$ cat src/rtl/sram_reader.sv
// sram_reader: plays recorded 16-bit samples back from SRAM to the DAC.
// Fast mode skips samples, slow mode repeats or linearly interpolates them.
module sram_reader #(
  parameter int ADDR_W = 20,
  parameter int DATA_W = 16
) (
  input  logic              i_clk,
  input  logic              i_rst,
  input  logic              i_enable,
  input  logic              i_play,
  input  logic              i_stop,
  input  logic              i_fast,
  input  logic              i_interp,
  input  logic [2:0]        i_speed,
  input  logic [ADDR_W-1:0] i_end_addr,
  input  logic              i_dac_req,
  input  logic [DATA_W-1:0] i_sram_data,
  output logic              o_read,
  output logic [ADDR_W-1:0] o_addr,
  output logic [DATA_W-1:0] o_data,
  output logic              o_valid,
  output logic              o_done
);

  localparam int CW = DATA_W + 4;
  localparam logic signed [CW-1:0] MAX_V = CW'((1 << (DATA_W - 1)) - 1);
  localparam logic signed [CW-1:0] MIN_V = CW'(-(1 << (DATA_W - 1)));

  typedef enum logic [2:0] {
    S_IDLE, S_STOP, S_WAIT, S_PAUSE, S_FETCH, S_LATCH, S_CALC
  } state_t;

  state_t                   state_q, state_d;
  logic [ADDR_W-1:0]        addr_q, addr_d;
  logic [2:0]               j_q, j_d;
  logic [3:0]               k_q, k_d;
  logic                     fast_q, fast_d;
  logic                     interp_q, interp_d;
  logic signed [DATA_W-1:0] prev_q, prev_d;
  logic signed [DATA_W-1:0] cur_q, cur_d;
  logic signed [DATA_W-1:0] data_q, data_d;

  logic signed [CW-1:0]     diff, prod, quot, sum;
  logic signed [DATA_W-1:0] sample;
  logic [ADDR_W:0]          nextAddr;
  logic                     groupEnd;
  logic                     pastEnd;

  // Sample value for the current sub-step: cur, or prev + (cur-prev)*j/k saturated
  always_comb begin
    diff = $signed({{4{cur_q[DATA_W-1]}}, cur_q}) - $signed({{4{prev_q[DATA_W-1]}}, prev_q});
    prod = diff * $signed({{(CW-3){1'b0}}, j_q});
    quot = prod / $signed({{(CW-4){1'b0}}, k_q});
    sum  = $signed({{4{prev_q[DATA_W-1]}}, prev_q}) + quot;
    if (fast_q || !interp_q || k_q == 4'd1) begin
      sample = cur_q;
    end else if (sum > MAX_V) begin
      sample = MAX_V[DATA_W-1:0];
    end else if (sum < MIN_V) begin
      sample = MIN_V[DATA_W-1:0];
    end else begin
      sample = sum[DATA_W-1:0];
    end
  end

  // Address that playback moves to once the current sample completes
  always_comb begin
    groupEnd = ({1'b0, j_q} == (k_q - 4'd1));
    if (fast_q) begin
      nextAddr = {1'b0, addr_q} + {{(ADDR_W-3){1'b0}}, k_q};
    end else if (groupEnd) begin
      nextAddr = {1'b0, addr_q} + (ADDR_W+1)'(1);
    end else begin
      nextAddr = {1'b0, addr_q};
    end
    pastEnd = nextAddr[ADDR_W] || (nextAddr > {1'b0, i_end_addr});
  end

  // Next-state logic: enable and stop override every state, then per-state rules
  always_comb begin
    state_d  = state_q;
    addr_d   = addr_q;
    j_d      = j_q;
    k_d      = k_q;
    fast_d   = fast_q;
    interp_d = interp_q;
    prev_d   = prev_q;
    cur_d    = cur_q;
    data_d   = data_q;
    o_valid  = 1'b0;
    if (!i_enable) begin
      state_d = S_IDLE;
    end else if (i_stop) begin
      state_d = S_STOP;
      addr_d  = '0;
      j_d     = '0;
      prev_d  = '0;
    end else begin
      case (state_q)
        S_IDLE: begin
          state_d = S_STOP;
          addr_d  = '0;
          j_d     = '0;
          prev_d  = '0;
        end
        S_STOP: begin
          if (i_play) state_d = S_WAIT;
        end
        S_WAIT: begin
          if (i_play) begin
            state_d = S_PAUSE;
          end else if (i_dac_req) begin
            if (j_q == 3'd0) begin
              k_d      = {1'b0, i_speed} + 4'd1;
              fast_d   = i_fast;
              interp_d = i_interp;
              state_d  = S_FETCH;
            end else begin
              state_d = S_CALC;
            end
          end
        end
        S_PAUSE: begin
          if (i_play) state_d = S_WAIT;
        end
        S_FETCH: begin
          state_d = S_LATCH;
        end
        S_LATCH: begin
          cur_d   = $signed(i_sram_data);
          state_d = S_CALC;
        end
        S_CALC: begin
          o_valid = 1'b1;
          data_d  = sample;
          if (fast_q) begin
            j_d = '0;
          end else if (groupEnd) begin
            j_d    = '0;
            prev_d = cur_q;
          end else begin
            j_d = j_q + 3'd1;
          end
          if (pastEnd) begin
            state_d = S_STOP;
            addr_d  = '0;
            j_d     = '0;
            prev_d  = '0;
          end else begin
            state_d = S_WAIT;
            addr_d  = nextAddr[ADDR_W-1:0];
          end
        end
        default: state_d = S_IDLE;
      endcase
    end
  end

  // State and datapath registers
  always_ff @(posedge i_clk or negedge i_rst) begin
    if (!i_rst) begin
      state_q  <= S_IDLE;
      addr_q   <= '0;
      j_q      <= '0;
      k_q      <= 4'd1;
      fast_q   <= 1'b0;
      interp_q <= 1'b0;
      prev_q   <= '0;
      cur_q    <= '0;
      data_q   <= '0;
    end else begin
      state_q  <= state_d;
      addr_q   <= addr_d;
      j_q      <= j_d;
      k_q      <= k_d;
      fast_q   <= fast_d;
      interp_q <= interp_d;
      prev_q   <= prev_d;
      cur_q    <= cur_d;
      data_q   <= data_d;
    end
  end

  assign o_read = (state_q == S_FETCH);
  assign o_done = (state_q == S_STOP);
  assign o_addr = addr_q;
  assign o_data = data_d;

endmodule

$ cat config.mk
export PLATFORM = sky130hd
export DESIGN_NAME = sram_reader
export DESIGN_NICKNAME = d
export VERILOG_FILES = /design/src/rtl/sram_reader.sv
export SDC_FILE = /design/constraint.sdc
export NUM_CORES = 1
export LEC_CHECK = 0
export BUFFER_PORTS_ARGS = -buffer_cell sky130_fd_sc_hd__buf_2
export CORE_ASPECT_RATIO = 0.6
export CORE_MARGIN = 2
export CORE_UTILIZATION = 45
export DETAILED_ROUTE_END_ITERATION = 7
export GPL_TIMING_DRIVEN = 0
export MAX_ROUTING_LAYER = met4
export SYNTH_ARGS = -nofsm -noshare
export SYNTH_HDL_FRONTEND = slang
export SYNTH_SLANG_ARGS = --single-unit
$ cat constraint.sdc
create_clock -name i_clk -period 68 [get_ports i_clk]
set_input_delay 17 -clock i_clk [delete_from_list [all_inputs] [get_ports i_clk]]
set_output_delay 17 -clock i_clk [all_outputs]
set_load 0.01 [all_outputs]
==> results of run 1 <==
[cell type report]
type | count | share of cell area [%]
Buffer | 52 | 1.463
Clock buffer | 9 | 1.186
Clock inverter | 7 | 0.5732
Inverter | 148 | 2.938
Multi-Input combinational cell | 1862 | 74.47
Sequential cell | 80 | 10.55
Tap cell | 467 | 3.077
Timing Repair Buffer | 170 | 5.738
[cells by family after synthesis]
kind of cell | Yosys count | share of synthesized area, %
simple gates | 791 | 25.60
compound gates | 645 | 27.69
buf+inv | 202 | 4.859
fa+ha+maj | 201 | 16.40
xor+xnor | 160 | 8.717
flops | 80 | 12.33
mux | 65 | 4.405
[critical path: cells and delay by family, from the launching register on]
family | cells | cell delay (ns)
AOI/OAI and AO/OA | 119 | 20.45
xor gates and xnor gates | 2 | 0.23
adders and majority gates | 26 | 7.83
buffers and inverters | 23 | 2.98
DFF | 1 | 0.39
muxes | 8 | 2.58
and+or+nand+nor | 72 | 14.07
[cell usage in the layout, fill, tap and decap left out, types with 14 or more instances in the layout]
cell type | Yosys | routed
sky130_fd_sc_hd__xor2_1 | 61 | 59
sky130_fd_sc_hd__a21o_1 | 56 | 54
sky130_fd_sc_hd__o31ai_1 | 30 | 29
sky130_fd_sc_hd__a211oi_1 | 19 | 14
sky130_fd_sc_hd__o21ai_0 | 108 | 95
sky130_fd_sc_hd__o22ai_1 | 20 | 19
sky130_fd_sc_hd__buf_4 | 2 | 86
sky130_fd_sc_hd__fa_1 | 20 | 19
sky130_fd_sc_hd__inv_1 | 146 | 144
sky130_fd_sc_hd__a32o_1 | 19 | 19
sky130_fd_sc_hd__nand4_1 | 31 | 31
sky130_fd_sc_hd__nand3_1 | 59 | 53
sky130_fd_sc_hd__xnor2_1 | 97 | 93
sky130_fd_sc_hd__o21a_1 | 46 | 46
sky130_fd_sc_hd__nand2_1 | 180 | 177
sky130_fd_sc_hd__mux2i_1 | 16 | 14
sky130_fd_sc_hd__nor3_1 | 82 | 76
sky130_fd_sc_hd__buf_2 | 7 | 89
sky130_fd_sc_hd__ha_1 | 181 | 177
sky130_fd_sc_hd__and2_1 | 57 | 54
sky130_fd_sc_hd__a21oi_1 | 135 | 108
sky130_fd_sc_hd__a31oi_1 | 19 | 17
sky130_fd_sc_hd__and3_1 | 24 | 23
sky130_fd_sc_hd__o211ai_1 | 20 | 20
sky130_fd_sc_hd__clkbuf_1 | 40 | 34
sky130_fd_sc_hd__or2_2 | 21 | 21
sky130_fd_sc_hd__or3_1 | 25 | 24
sky130_fd_sc_hd__mux2_2 | 47 | 44
sky130_fd_sc_hd__nand2b_1 | 36 | 35
sky130_fd_sc_hd__nor2b_1 | 27 | 27
sky130_fd_sc_hd__dfrtp_1 | 79 | 78
sky130_fd_sc_hd__a21oi_2 | 4 | 23
sky130_fd_sc_hd__o21ai_1 | 23 | 28
sky130_fd_sc_hd__nor2_1 | 167 | 154
[per-layer routing]
metal	wire (µm)	share of wire [%]	track usage (%)	vias to the layer above
met4	419	0.73	3.404	0
met2	20770	36	37.21	681
met5	0	0	-	-
met3	6175	11	8.077	34
met1	30090	52	48.89	8306
li1	-	-	-	8292
[what timing repair did]
item                       4_1_cts  5_1_grt
setup endpoints to repair       16       16
setup buffers                   26       58
pin swaps                       21       58
gates resized for setup         77      109
[through the flow]
step           utilization (%)  std cells
6_report                 53.83       2795
5_1_grt                  53.83       2795
3_5_place_dp             49.02       2697
2_1_floorplan                -       2144
3_3_place_gp             48.92       2696
4_1_cts                  51.42       2737
[worst paths after layout]
path	startpoint	end	slack [ns]	cells after the start
worst min-delay path	data_q[15]	data_q[15]	0.53	1
worst max-delay path	prev_q[1]	o_data[7]	2.07	250
min in group asynchronous	i_rst	o_addr[13]	16.48	1
worst max register to register	prev_q[1]	data_q[7]	19.46	249
worst min register to register	data_q[15]	data_q[15]	0.53	1
max in group asynchronous	i_rst	k_q[0]	50.87	2
[state kept, by name (all words and copies together), names as in the netlist]
name	count
cur_q	16
data_q	16
fast_q	1
interp_q	1
j_q	3
k_q	4
o_addr	20
prev_q	16
state_q	3
==> impl_results.md, run 1 <==
* Clock tree sinks at 80
* Worst Skew at 0.007989 ns
* Synth top cells by count: sky130_fd_sc_hd__ha_1, sky130_fd_sc_hd__nand2_1, sky130_fd_sc_hd__nor2_1
* Crit path max-delay cell type: sky130_fd_sc_hd__or4_4
* Final layout net count at 2,571
* Inserted Clock Buffers at 9
* H-tree depth reported by CTS at 3
* Max-cap violation count at 0
* Core area at 0.03528 mm²
* Distinct cell type count of the synthesized netlist at 120
* Share of post-route cells with drive strength above 1 at 18.99%
* Data required, critical path at 51.00 ns
* Root Buffer: sky130_fd_sc_hd__clkbuf_16
* Top post-synthesis cells by area: sky130_fd_sc_hd__ha_1, sky130_fd_sc_hd__dfrtp_1, sky130_fd_sc_hd__xnor2_1
* Dpl hpwl at 45,730 µm
* Post-synth top flop: sky130_fd_sc_hd__dfrtp_1
* Top fanout value on the critical path at 10
* Total vias in the final route at 17,310
* Std-Cell Rows at 53
* Worst-case clock buffer depth at 2
* Port Buf Inserts at 85
* Largest area contributor in the synthesized netlist: sky130_fd_sc_hd__ha_1
* Syn Std Cell Area at 0.01625 mm²
* Final setup vio count at 0
* Tot GR Track Use at 30.54%
* Largest net degree at the start of global routing at 68
* Gate Count Post-Synth at 2,144
* Startpoint Class: register
* Area growth from synthesis to final layout at 16.89%
* Number of antenna violations at the first check in global routing at 1
* Critical Path Most Common Cell: sky130_fd_sc_hd__o21a_1
* Worst-case headroom to the max-slew limit at 16.93%
* Highest clock rate at 15.17 MHz
* Non-Filler Cell Area, Final at 0.01899 mm²
* Wire length of the first global-routing pass at 88,230 µm
* Weighted congestion reported at the end of routability-driven placement at 0.9474
* Slew @ Worst Pin at 1.246 ns
* Result of the run: finished clean
* Synthesized area divided by synthesized cell count at 7.578 µm²
* Number of inserted filler cells in the final layout at 3,368
* Worst hold path type: register to register
* Post-detailed-route count of antenna-violating nets at 0
* Minimum clock period at 65.93 ns
* CTS hold repair buffers at 0
* Storage cell area at 0.002004 mm²
* Skew-Pair Late Insertion Delay at 0.36 ns
* Period utilization at 96.96%
* Total Neg Setup Slack at 0 ns
* Kind of critical path: register to output pin
* Drt first-iter violations at 1,499
* Capturing element type of the critical path: output pin
* Post-place instance area at 0.01729 mm²
* Arrival time of data at the critical path endpoint at 48.93 ns
* Clock tree from TritonCTS: built
* Final wirelength at 57,460 µm
* I/O pins at 86
* Synth warn at 0
* Slowest cell delay on critical path at 0.59 ns
* Sequential area share after synthesis at 12.33%
* TritonRoute pass-1 iters at 8
* Avg WL per Cell at 20.56 µm
* Asr flop ratio synth at 100.0%
* Worst setup slack after placement at -9.054 ns
* Initial cell density of the core at 46.06%
* Die W at 249.3 µm
* Vertical extent of the die at 151.2 µm
* Most frequently used cell type in the post-synthesis netlist: sky130_fd_sc_hd__ha_1
* Clock-pin slew reported for the worst setup and hold paths after clock tree synthesis at 0.07 ns
* Minimum hold slack at 0.5261 ns
* Final-report max-slew violation count at 0
* FF+latch count, synth at 80
* Post-synth EDFFs at 0
* Count of final hold-check violations at 0
* Diodes inserted at 0
* # DRC at 0
* Crit path setup slack, layout at 2.069 ns
* Post-synth net total at 2,392
* Number of global-route vias before repair at 15,370
* Area of the die at 0.03769 mm²
* Share of the synthesized area in the top cell type at 13.94%
* Vias/cell at 6.194
* Overflow left after global routing at 0
* Combined area of the multi-input logic cells at 0.01414 mm²
Power of run 1 is left out: the tool's default activity adds up to more than one toggle a clock period on the data nets, which glitch-free logic cannot reach.
==> run 2: changes to the inputs <==
--- a/config.mk
+++ b/config.mk
@@ -6,12 +6,16 @@
 export NUM_CORES = 1
 export LEC_CHECK = 0
 export BUFFER_PORTS_ARGS = -buffer_cell sky130_fd_sc_hd__buf_2
+export CELL_PAD_IN_SITES_DETAIL_PLACEMENT = 1
+export CELL_PAD_IN_SITES_GLOBAL_PLACEMENT = 2
 export CORE_ASPECT_RATIO = 0.6
 export CORE_MARGIN = 2
-export CORE_UTILIZATION = 45
+export CORE_UTILIZATION = 34
+export CTS_CLUSTER_SIZE = 16
 export DETAILED_ROUTE_END_ITERATION = 7
 export GPL_TIMING_DRIVEN = 0
 export MAX_ROUTING_LAYER = met4
+export PLACE_DENSITY_LB_ADDON = 0.1
 export SYNTH_ARGS = -nofsm -noshare
 export SYNTH_HDL_FRONTEND = slang
 export SYNTH_SLANG_ARGS = --single-unit
==> impl_results.md, run 2 (same netlist as run 1, synthesis figures left out) <==
* TritonRoute pass-1 iters at 5 (-3)
* Root Buffer: sky130_fd_sc_hd__clkbuf_16
* Wire length of the first global-routing pass at 101,600 µm (+15%)
* Data required, critical path at 51.00 ns (about the same)
* Vertical extent of the die at 173.3 µm (+15%)
* Die W at 286.2 µm (+15%)
* Kind of critical path: register to output pin
* Final setup vio count at 0 (unchanged)
* Slowest cell delay on critical path at 0.58 ns (about the same)
* Tot GR Track Use at 26.80% (-3.7 points)
* Port Buf Inserts at 85 (unchanged)
* Vias/cell at 5.942 (-4.1%)
* Inserted Clock Buffers at 9 (unchanged)
* Arrival time of data at the critical path endpoint at 48.74 ns (-0.19 ns)
* Minimum hold slack at 0.5020 ns (-0.02401 ns)
* Share of post-route cells with drive strength above 1 at 19.82% (+0.83 points)
* Std-Cell Rows at 61 (+15%)
* Result of the run: finished clean
* Clock tree sinks at 80 (unchanged)
* # DRC at 0 (unchanged)
* Post-detailed-route count of antenna-violating nets at 0 (unchanged)
* Final layout net count at 2,569 (-0.078%)
* Worst hold path type: register to register
* Drt first-iter violations at 1,350 (-9.9%)
* Number of global-route vias before repair at 16,880 (+9.9%)
* Capturing element type of the critical path: output pin
* Max FFs per register at 20 (unchanged)
* Area of the die at 0.04961 mm² (+32%)
* Area growth from synthesis to final layout at 18.77%
* Final wirelength at 66,130 µm (+15%)
* Startpoint Class: register
* Worst-case clock buffer depth at 2 (unchanged)
* Combined area of the multi-input logic cells at 0.01427 mm² (+0.89%)
* Clock tree from TritonCTS: built
* Weighted congestion reported at the end of routability-driven placement at 0.8986 (-5.2%)
* Top fanout value on the critical path at 10 (unchanged)
* Crit path max-delay cell type: sky130_fd_sc_hd__or4_4
* Total Neg Setup Slack at 0 ns (unchanged)
* Avg WL per Cell at 22.35 µm (+8.7%)
* Total vias in the final route at 17,580 (+1.6%)
* I/O pins at 86 (unchanged)
* H-tree depth reported by CTS at 3 (unchanged)
* Largest net degree at the start of global routing at 53 (-22%)
* Minimum clock period at 65.74 ns (-0.1885 ns)
* Initial cell density of the core at 34.79% (-11 points)
* Storage cell area at 0.002006 mm² (about the same)
* Max-cap violation count at 0 (unchanged)
* Highest clock rate at 15.21 MHz (+0.29%)
* Number of inserted filler cells in the final layout at 5,733 (+70%)
* Core area at 0.04671 mm² (+32%)
* Skew-Pair Late Insertion Delay at 0.38 ns (+0.02 ns)
* Count of final hold-check violations at 0 (unchanged)
* Final-report max-slew violation count at 0 (unchanged)
* Worst Skew at 0.01724 ns (+0.009249 ns)
* Number of antenna violations at the first check in global routing at 0 (-1)
* Dpl hpwl at 53,980 µm (+18%)
* Slew @ Worst Pin at 1.411 ns (+0.1644 ns)
* Commonest non-fill, non-tap cells in the layout: sky130_fd_sc_hd__nand2_1, sky130_fd_sc_hd__ha_1, sky130_fd_sc_hd__nor2_1
* Clock-pin slew reported for the worst setup and hold paths after clock tree synthesis at 0.07 ns (about the same)
* Worst-case headroom to the max-slew limit at 5.860% (-11 points)
* Critical Path Most Common Cell: sky130_fd_sc_hd__o21a_1
* Period utilization at 96.68% (-0.28 points)
* Post-Route Utilization at 41.32% (-13 points)
* Overflow left after global routing at 0 (unchanged)
==> run 2: metal layers <==
layer | global-route usage [%] | share of wire (%) | routed length [µm]
met1 | 45.71 | 58 | 38360
met2 | 32.64 | 36 | 23720
met3 | 2.961 | 5.4 | 3564
met4 | 2.574 | 0.73 | 482
met5 | - | 0 | 0
==> run 2: worst paths after layout <==
| path | startpoint | depth (start not counted) | endpoint | slack, ns |
|---|---|---|---|---|
| max | cur_q[1] | 245 | o_data[9] | 2.26 |
| min reg2reg | interp_q | 1 | interp_q | 0.50 |
| max in group asynchronous | i_rst | 2 | k_q[0] | 50.74 |
| min | interp_q | 1 | interp_q | 0.50 |
| min in group asynchronous | i_rst | 1 | data_q[9] | 16.57 |
| max reg2reg | cur_q[1] | 244 | data_q[9] | 19.66 |
==> run 2: final cells by class <==
class | instances | area share, %
inverter | 148 | 2.879
clock buffer | 9 | 1.167
buffer | 51 | 1.413
sequential | 80 | 10.39
multi-input combinational | 1862 | 73.94
antenna | 3 | 0.03890
clock inverter | 7 | 0.4733
timing repair buffer | 169 | 5.608
tap | 630 | 4.085
==> run 2: what timing repair did <==
item | CTS | global route
pin swaps | 28 | 55
setup endpoints to repair | 16 | 16
hold buffers | 0 | 0
cloned | 0 | 0
gates resized for setup | 89 | 119
endpoints found under the hold margin | 0 | 0
setup buffers | 37 | 47
==> run 2: critical path, delay by kind of cell, from the launching register on <==
family          cells  cell delay, ns
compound gates    115           20.03
simple gates       71           13.60
fa+ha+maj          26            7.80
flops               1            0.44
buf+inv            21            2.80
xor+xnor            2            0.23
mux                10            3.30
==> run 2: per-stage QoR <==
stage | cells | setup slack, ns | instance area (µm²)
after global routing | 2956 | -0.1041 | 19290
after CTS | 2911 | 0.03995 | 18480
after detailed placement | 2860 | -10.77 | 17500
after floorplan | 2144 | 1.742 | 16250
final | 2959 | 2.257 | 19300
after global placement | 2859 | -9.523 | 17460
Power of run 2 is left out for the same reason.
==> run 3: changes to the inputs <==
==> constraint.sdc (replaced) <==
create_clock -name i_clk -period 68 [get_ports i_clk]
set_input_delay 3.4 -clock i_clk [delete_from_list [all_inputs] [get_ports i_clk]]
set_output_delay 3.4 -clock i_clk [all_outputs]
set_load 0.01 [all_outputs]
==> impl_results.md, run 3 (same netlist as run 1, synthesis figures left out) <==
* Cell family with most CP delay: compound AO/OA/AOI/OAI gates
* Worst setup slack after placement at 2.826 ns (+13.60 ns)
* Tot GR Track Use at 26.32% (-0.49 points)
* Share of post-route cells with drive strength above 1 at 11.85% (-8.0 points)
* Startpoint Class: register
* Overflow left after global routing at 0 (unchanged)
* Total vias in the final route at 17,090 (-2.8%)
* Combined area of the multi-input logic cells at 0.01352 mm² (-5.3%)
* Crit path max-delay cell type: sky130_fd_sc_hd__or4b_2
* Result of the run: finished clean
* Post-detailed-route count of antenna-violating nets at 0 (unchanged)
* Depth of the worst hold-timing path at 1 (unchanged)
* Cell depth of the worst setup path at 243 (-0.82%)
* Crit path setup slack, layout at 4.163 ns (+1.906 ns)
* Post-place instance area at 0.01750 mm² (unchanged)
* Number of cells on the worst reg-to-reg path at 242 (-0.82%)
* Final-report max-slew violation count at 0 (unchanged)
* Worst Skew at 0.01633 ns (-0.0009083 ns)
* Clock-pin slew reported for the worst setup and hold paths after clock tree synthesis at 0.07 ns (about the same)
* Root Buffer: sky130_fd_sc_hd__clkbuf_16
* Number of antenna violations at the first check in global routing at 1 (+1)
* Inserted Clock Buffers at 9 (unchanged)
* Max-cap violation count at 0 (unchanged)
* Capturing element type of the critical path: output pin
* Commonest non-fill, non-tap cells in the layout: sky130_fd_sc_hd__ha_1, sky130_fd_sc_hd__nand2_1, sky130_fd_sc_hd__nor2_1
* Vertical extent of the die at 173.3 µm (unchanged)
* Minimum hold slack at 0.5029 ns (+0.0008980 ns)
* Wire length of the first global-routing pass at 99,840 µm (-1.7%)
* Core area at 0.04671 mm² (unchanged)
* Final layout net count at 2,497 (-2.8%)
* Arrival time of data at the critical path endpoint at 60.44 ns (+11.70 ns)
* Slew @ Worst Pin at 1.399 ns (-0.01114 ns)
* Weighted congestion reported at the end of routability-driven placement at 0.8986 (unchanged)
* TritonRoute pass-1 iters at 5 (unchanged)
* Leading cell type in the layout, fill and taps excluded: sky130_fd_sc_hd__ha_1
* Area of the die at 0.04961 mm² (unchanged)
* Worst hold path type: register to register
* Clock tree sinks at 80 (unchanged)
* Initial cell density of the core at 34.79% (unchanged)
* Data required, critical path at 64.60 ns (+13.60 ns)
* Port Buf Inserts at 85 (unchanged)
* Skew-Pair Late Insertion Delay at 0.37 ns (about the same)
* Period utilization at 93.88% (-2.8 points)
* Non-Filler Cell Area, Final at 0.01793 mm² (-7.1%)
* Setup repair after global routing missed its margin: no
* Final setup vio count at 0 (unchanged)
* Count of final hold-check violations at 0 (unchanged)
* Kind of critical path: register to output pin
* Worst-case headroom to the max-slew limit at 6.604% (+0.74 points)
* Clock tree from TritonCTS: built
* # DRC at 0 (unchanged)
* Final wirelength at 63,980 µm (-3.3%)
* Max FFs per register at 20 (unchanged)
* Dpl hpwl at 53,980 µm (unchanged)
* Vias/cell at 5.923 (-0.32%)
* Highest clock rate at 15.66 MHz (+3.0%)
* H-tree depth reported by CTS at 3 (unchanged)
* Top fanout value on the critical path at 10 (unchanged)
* Worst-case clock buffer depth at 2 (unchanged)
* Number of inserted filler cells in the final layout at 5,779 (+0.80%)
* Die W at 286.2 µm (unchanged)
* Drt first-iter violations at 1,265 (-6.3%)
* Std-Cell Rows at 61 (unchanged)
* Largest net degree at the start of global routing at 53 (unchanged)
* CTS hold repair buffers at 0 (unchanged)
* Area growth from synthesis to final layout at 10.38%
* Minimum clock period at 63.84 ns (-1.906 ns)
* I/O pins at 86 (unchanged)
* Avg WL per Cell at 22.17 µm (-0.80%)
* Total Neg Setup Slack at 0 ns (unchanged)
* Storage cell area at 0.002003 mm² (-0.12%)
* Count of buffer and inverter cells on the critical path at 22 (+4.8%)
* Slowest cell delay on critical path at 0.63 ns (+0.05 ns)
* Number of global-route vias before repair at 16,610 (-1.6%)
## run 3: cell types whose count changed in the layout (fill, tap and decap cells not counted), sizes merged
cell	change
diode	-1
buf	-76
clkbuf	+4
## run 3: path summary, 6_finish.rpt
check / startpoint / to / slack, ns
hold / removal: interp_q / interp_q / 0.50
setup / recovery: prev_q[1] / o_data[8] / 4.16
min in group asynchronous: i_rst / cur_q[11] / 2.97
max in group asynchronous: i_rst / k_q[0] / 64.35
hold reg to reg: interp_q / interp_q / 0.50
setup reg to reg: prev_q[1] / data_q[8] / 7.96
## run 3: final cells by class
| type | count | area share, % |
|---|---|---|
| Multi-Input combinational cell | 1862 | 75.36 |
| Sequential cell | 80 | 11.17 |
| Tap cell | 630 | 4.395 |
| Inverter | 148 | 3.098 |
| Timing Repair Buffer | 94 | 2.874 |
| Buffer | 54 | 1.312 |
| Clock buffer | 9 | 1.256 |
| Clock inverter | 7 | 0.5093 |
| Antenna cell | 2 | 0.02791 |
## run 3: per-stage QoR
step           utilization (%)  cells
2_1_floorplan                -   2144
3_5_place_dp             37.47   2860
3_3_place_gp             37.38   2859
6_report                 38.40   2886
5_1_grt                  38.39   2884
4_1_cts                  38.15   2876
## run 3: per-layer routing
| layer | track usage (%) | wire [µm] | vias to the layer above |
|---|---|---|---|
| met4 | 1.963 | 403 | 0 |
| met1 | 45.09 | 37570 | 8563 |
| met2 | 31.86 | 22420 | 368 |
| met5 | - | 0 | - |
| met3 | 3.132 | 3581 | 30 |
| li1 | - | - | 8132 |
## run 3: repair_timing
| action | 4_1_cts | 5_1_grt |
|---|---|---|
| gates resized for setup | 0 | 12 |
| setup buffers | 0 | 8 |
| endpoints found under the setup margin | 0 | 16 |
Power of run 3 is left out for the same reason.
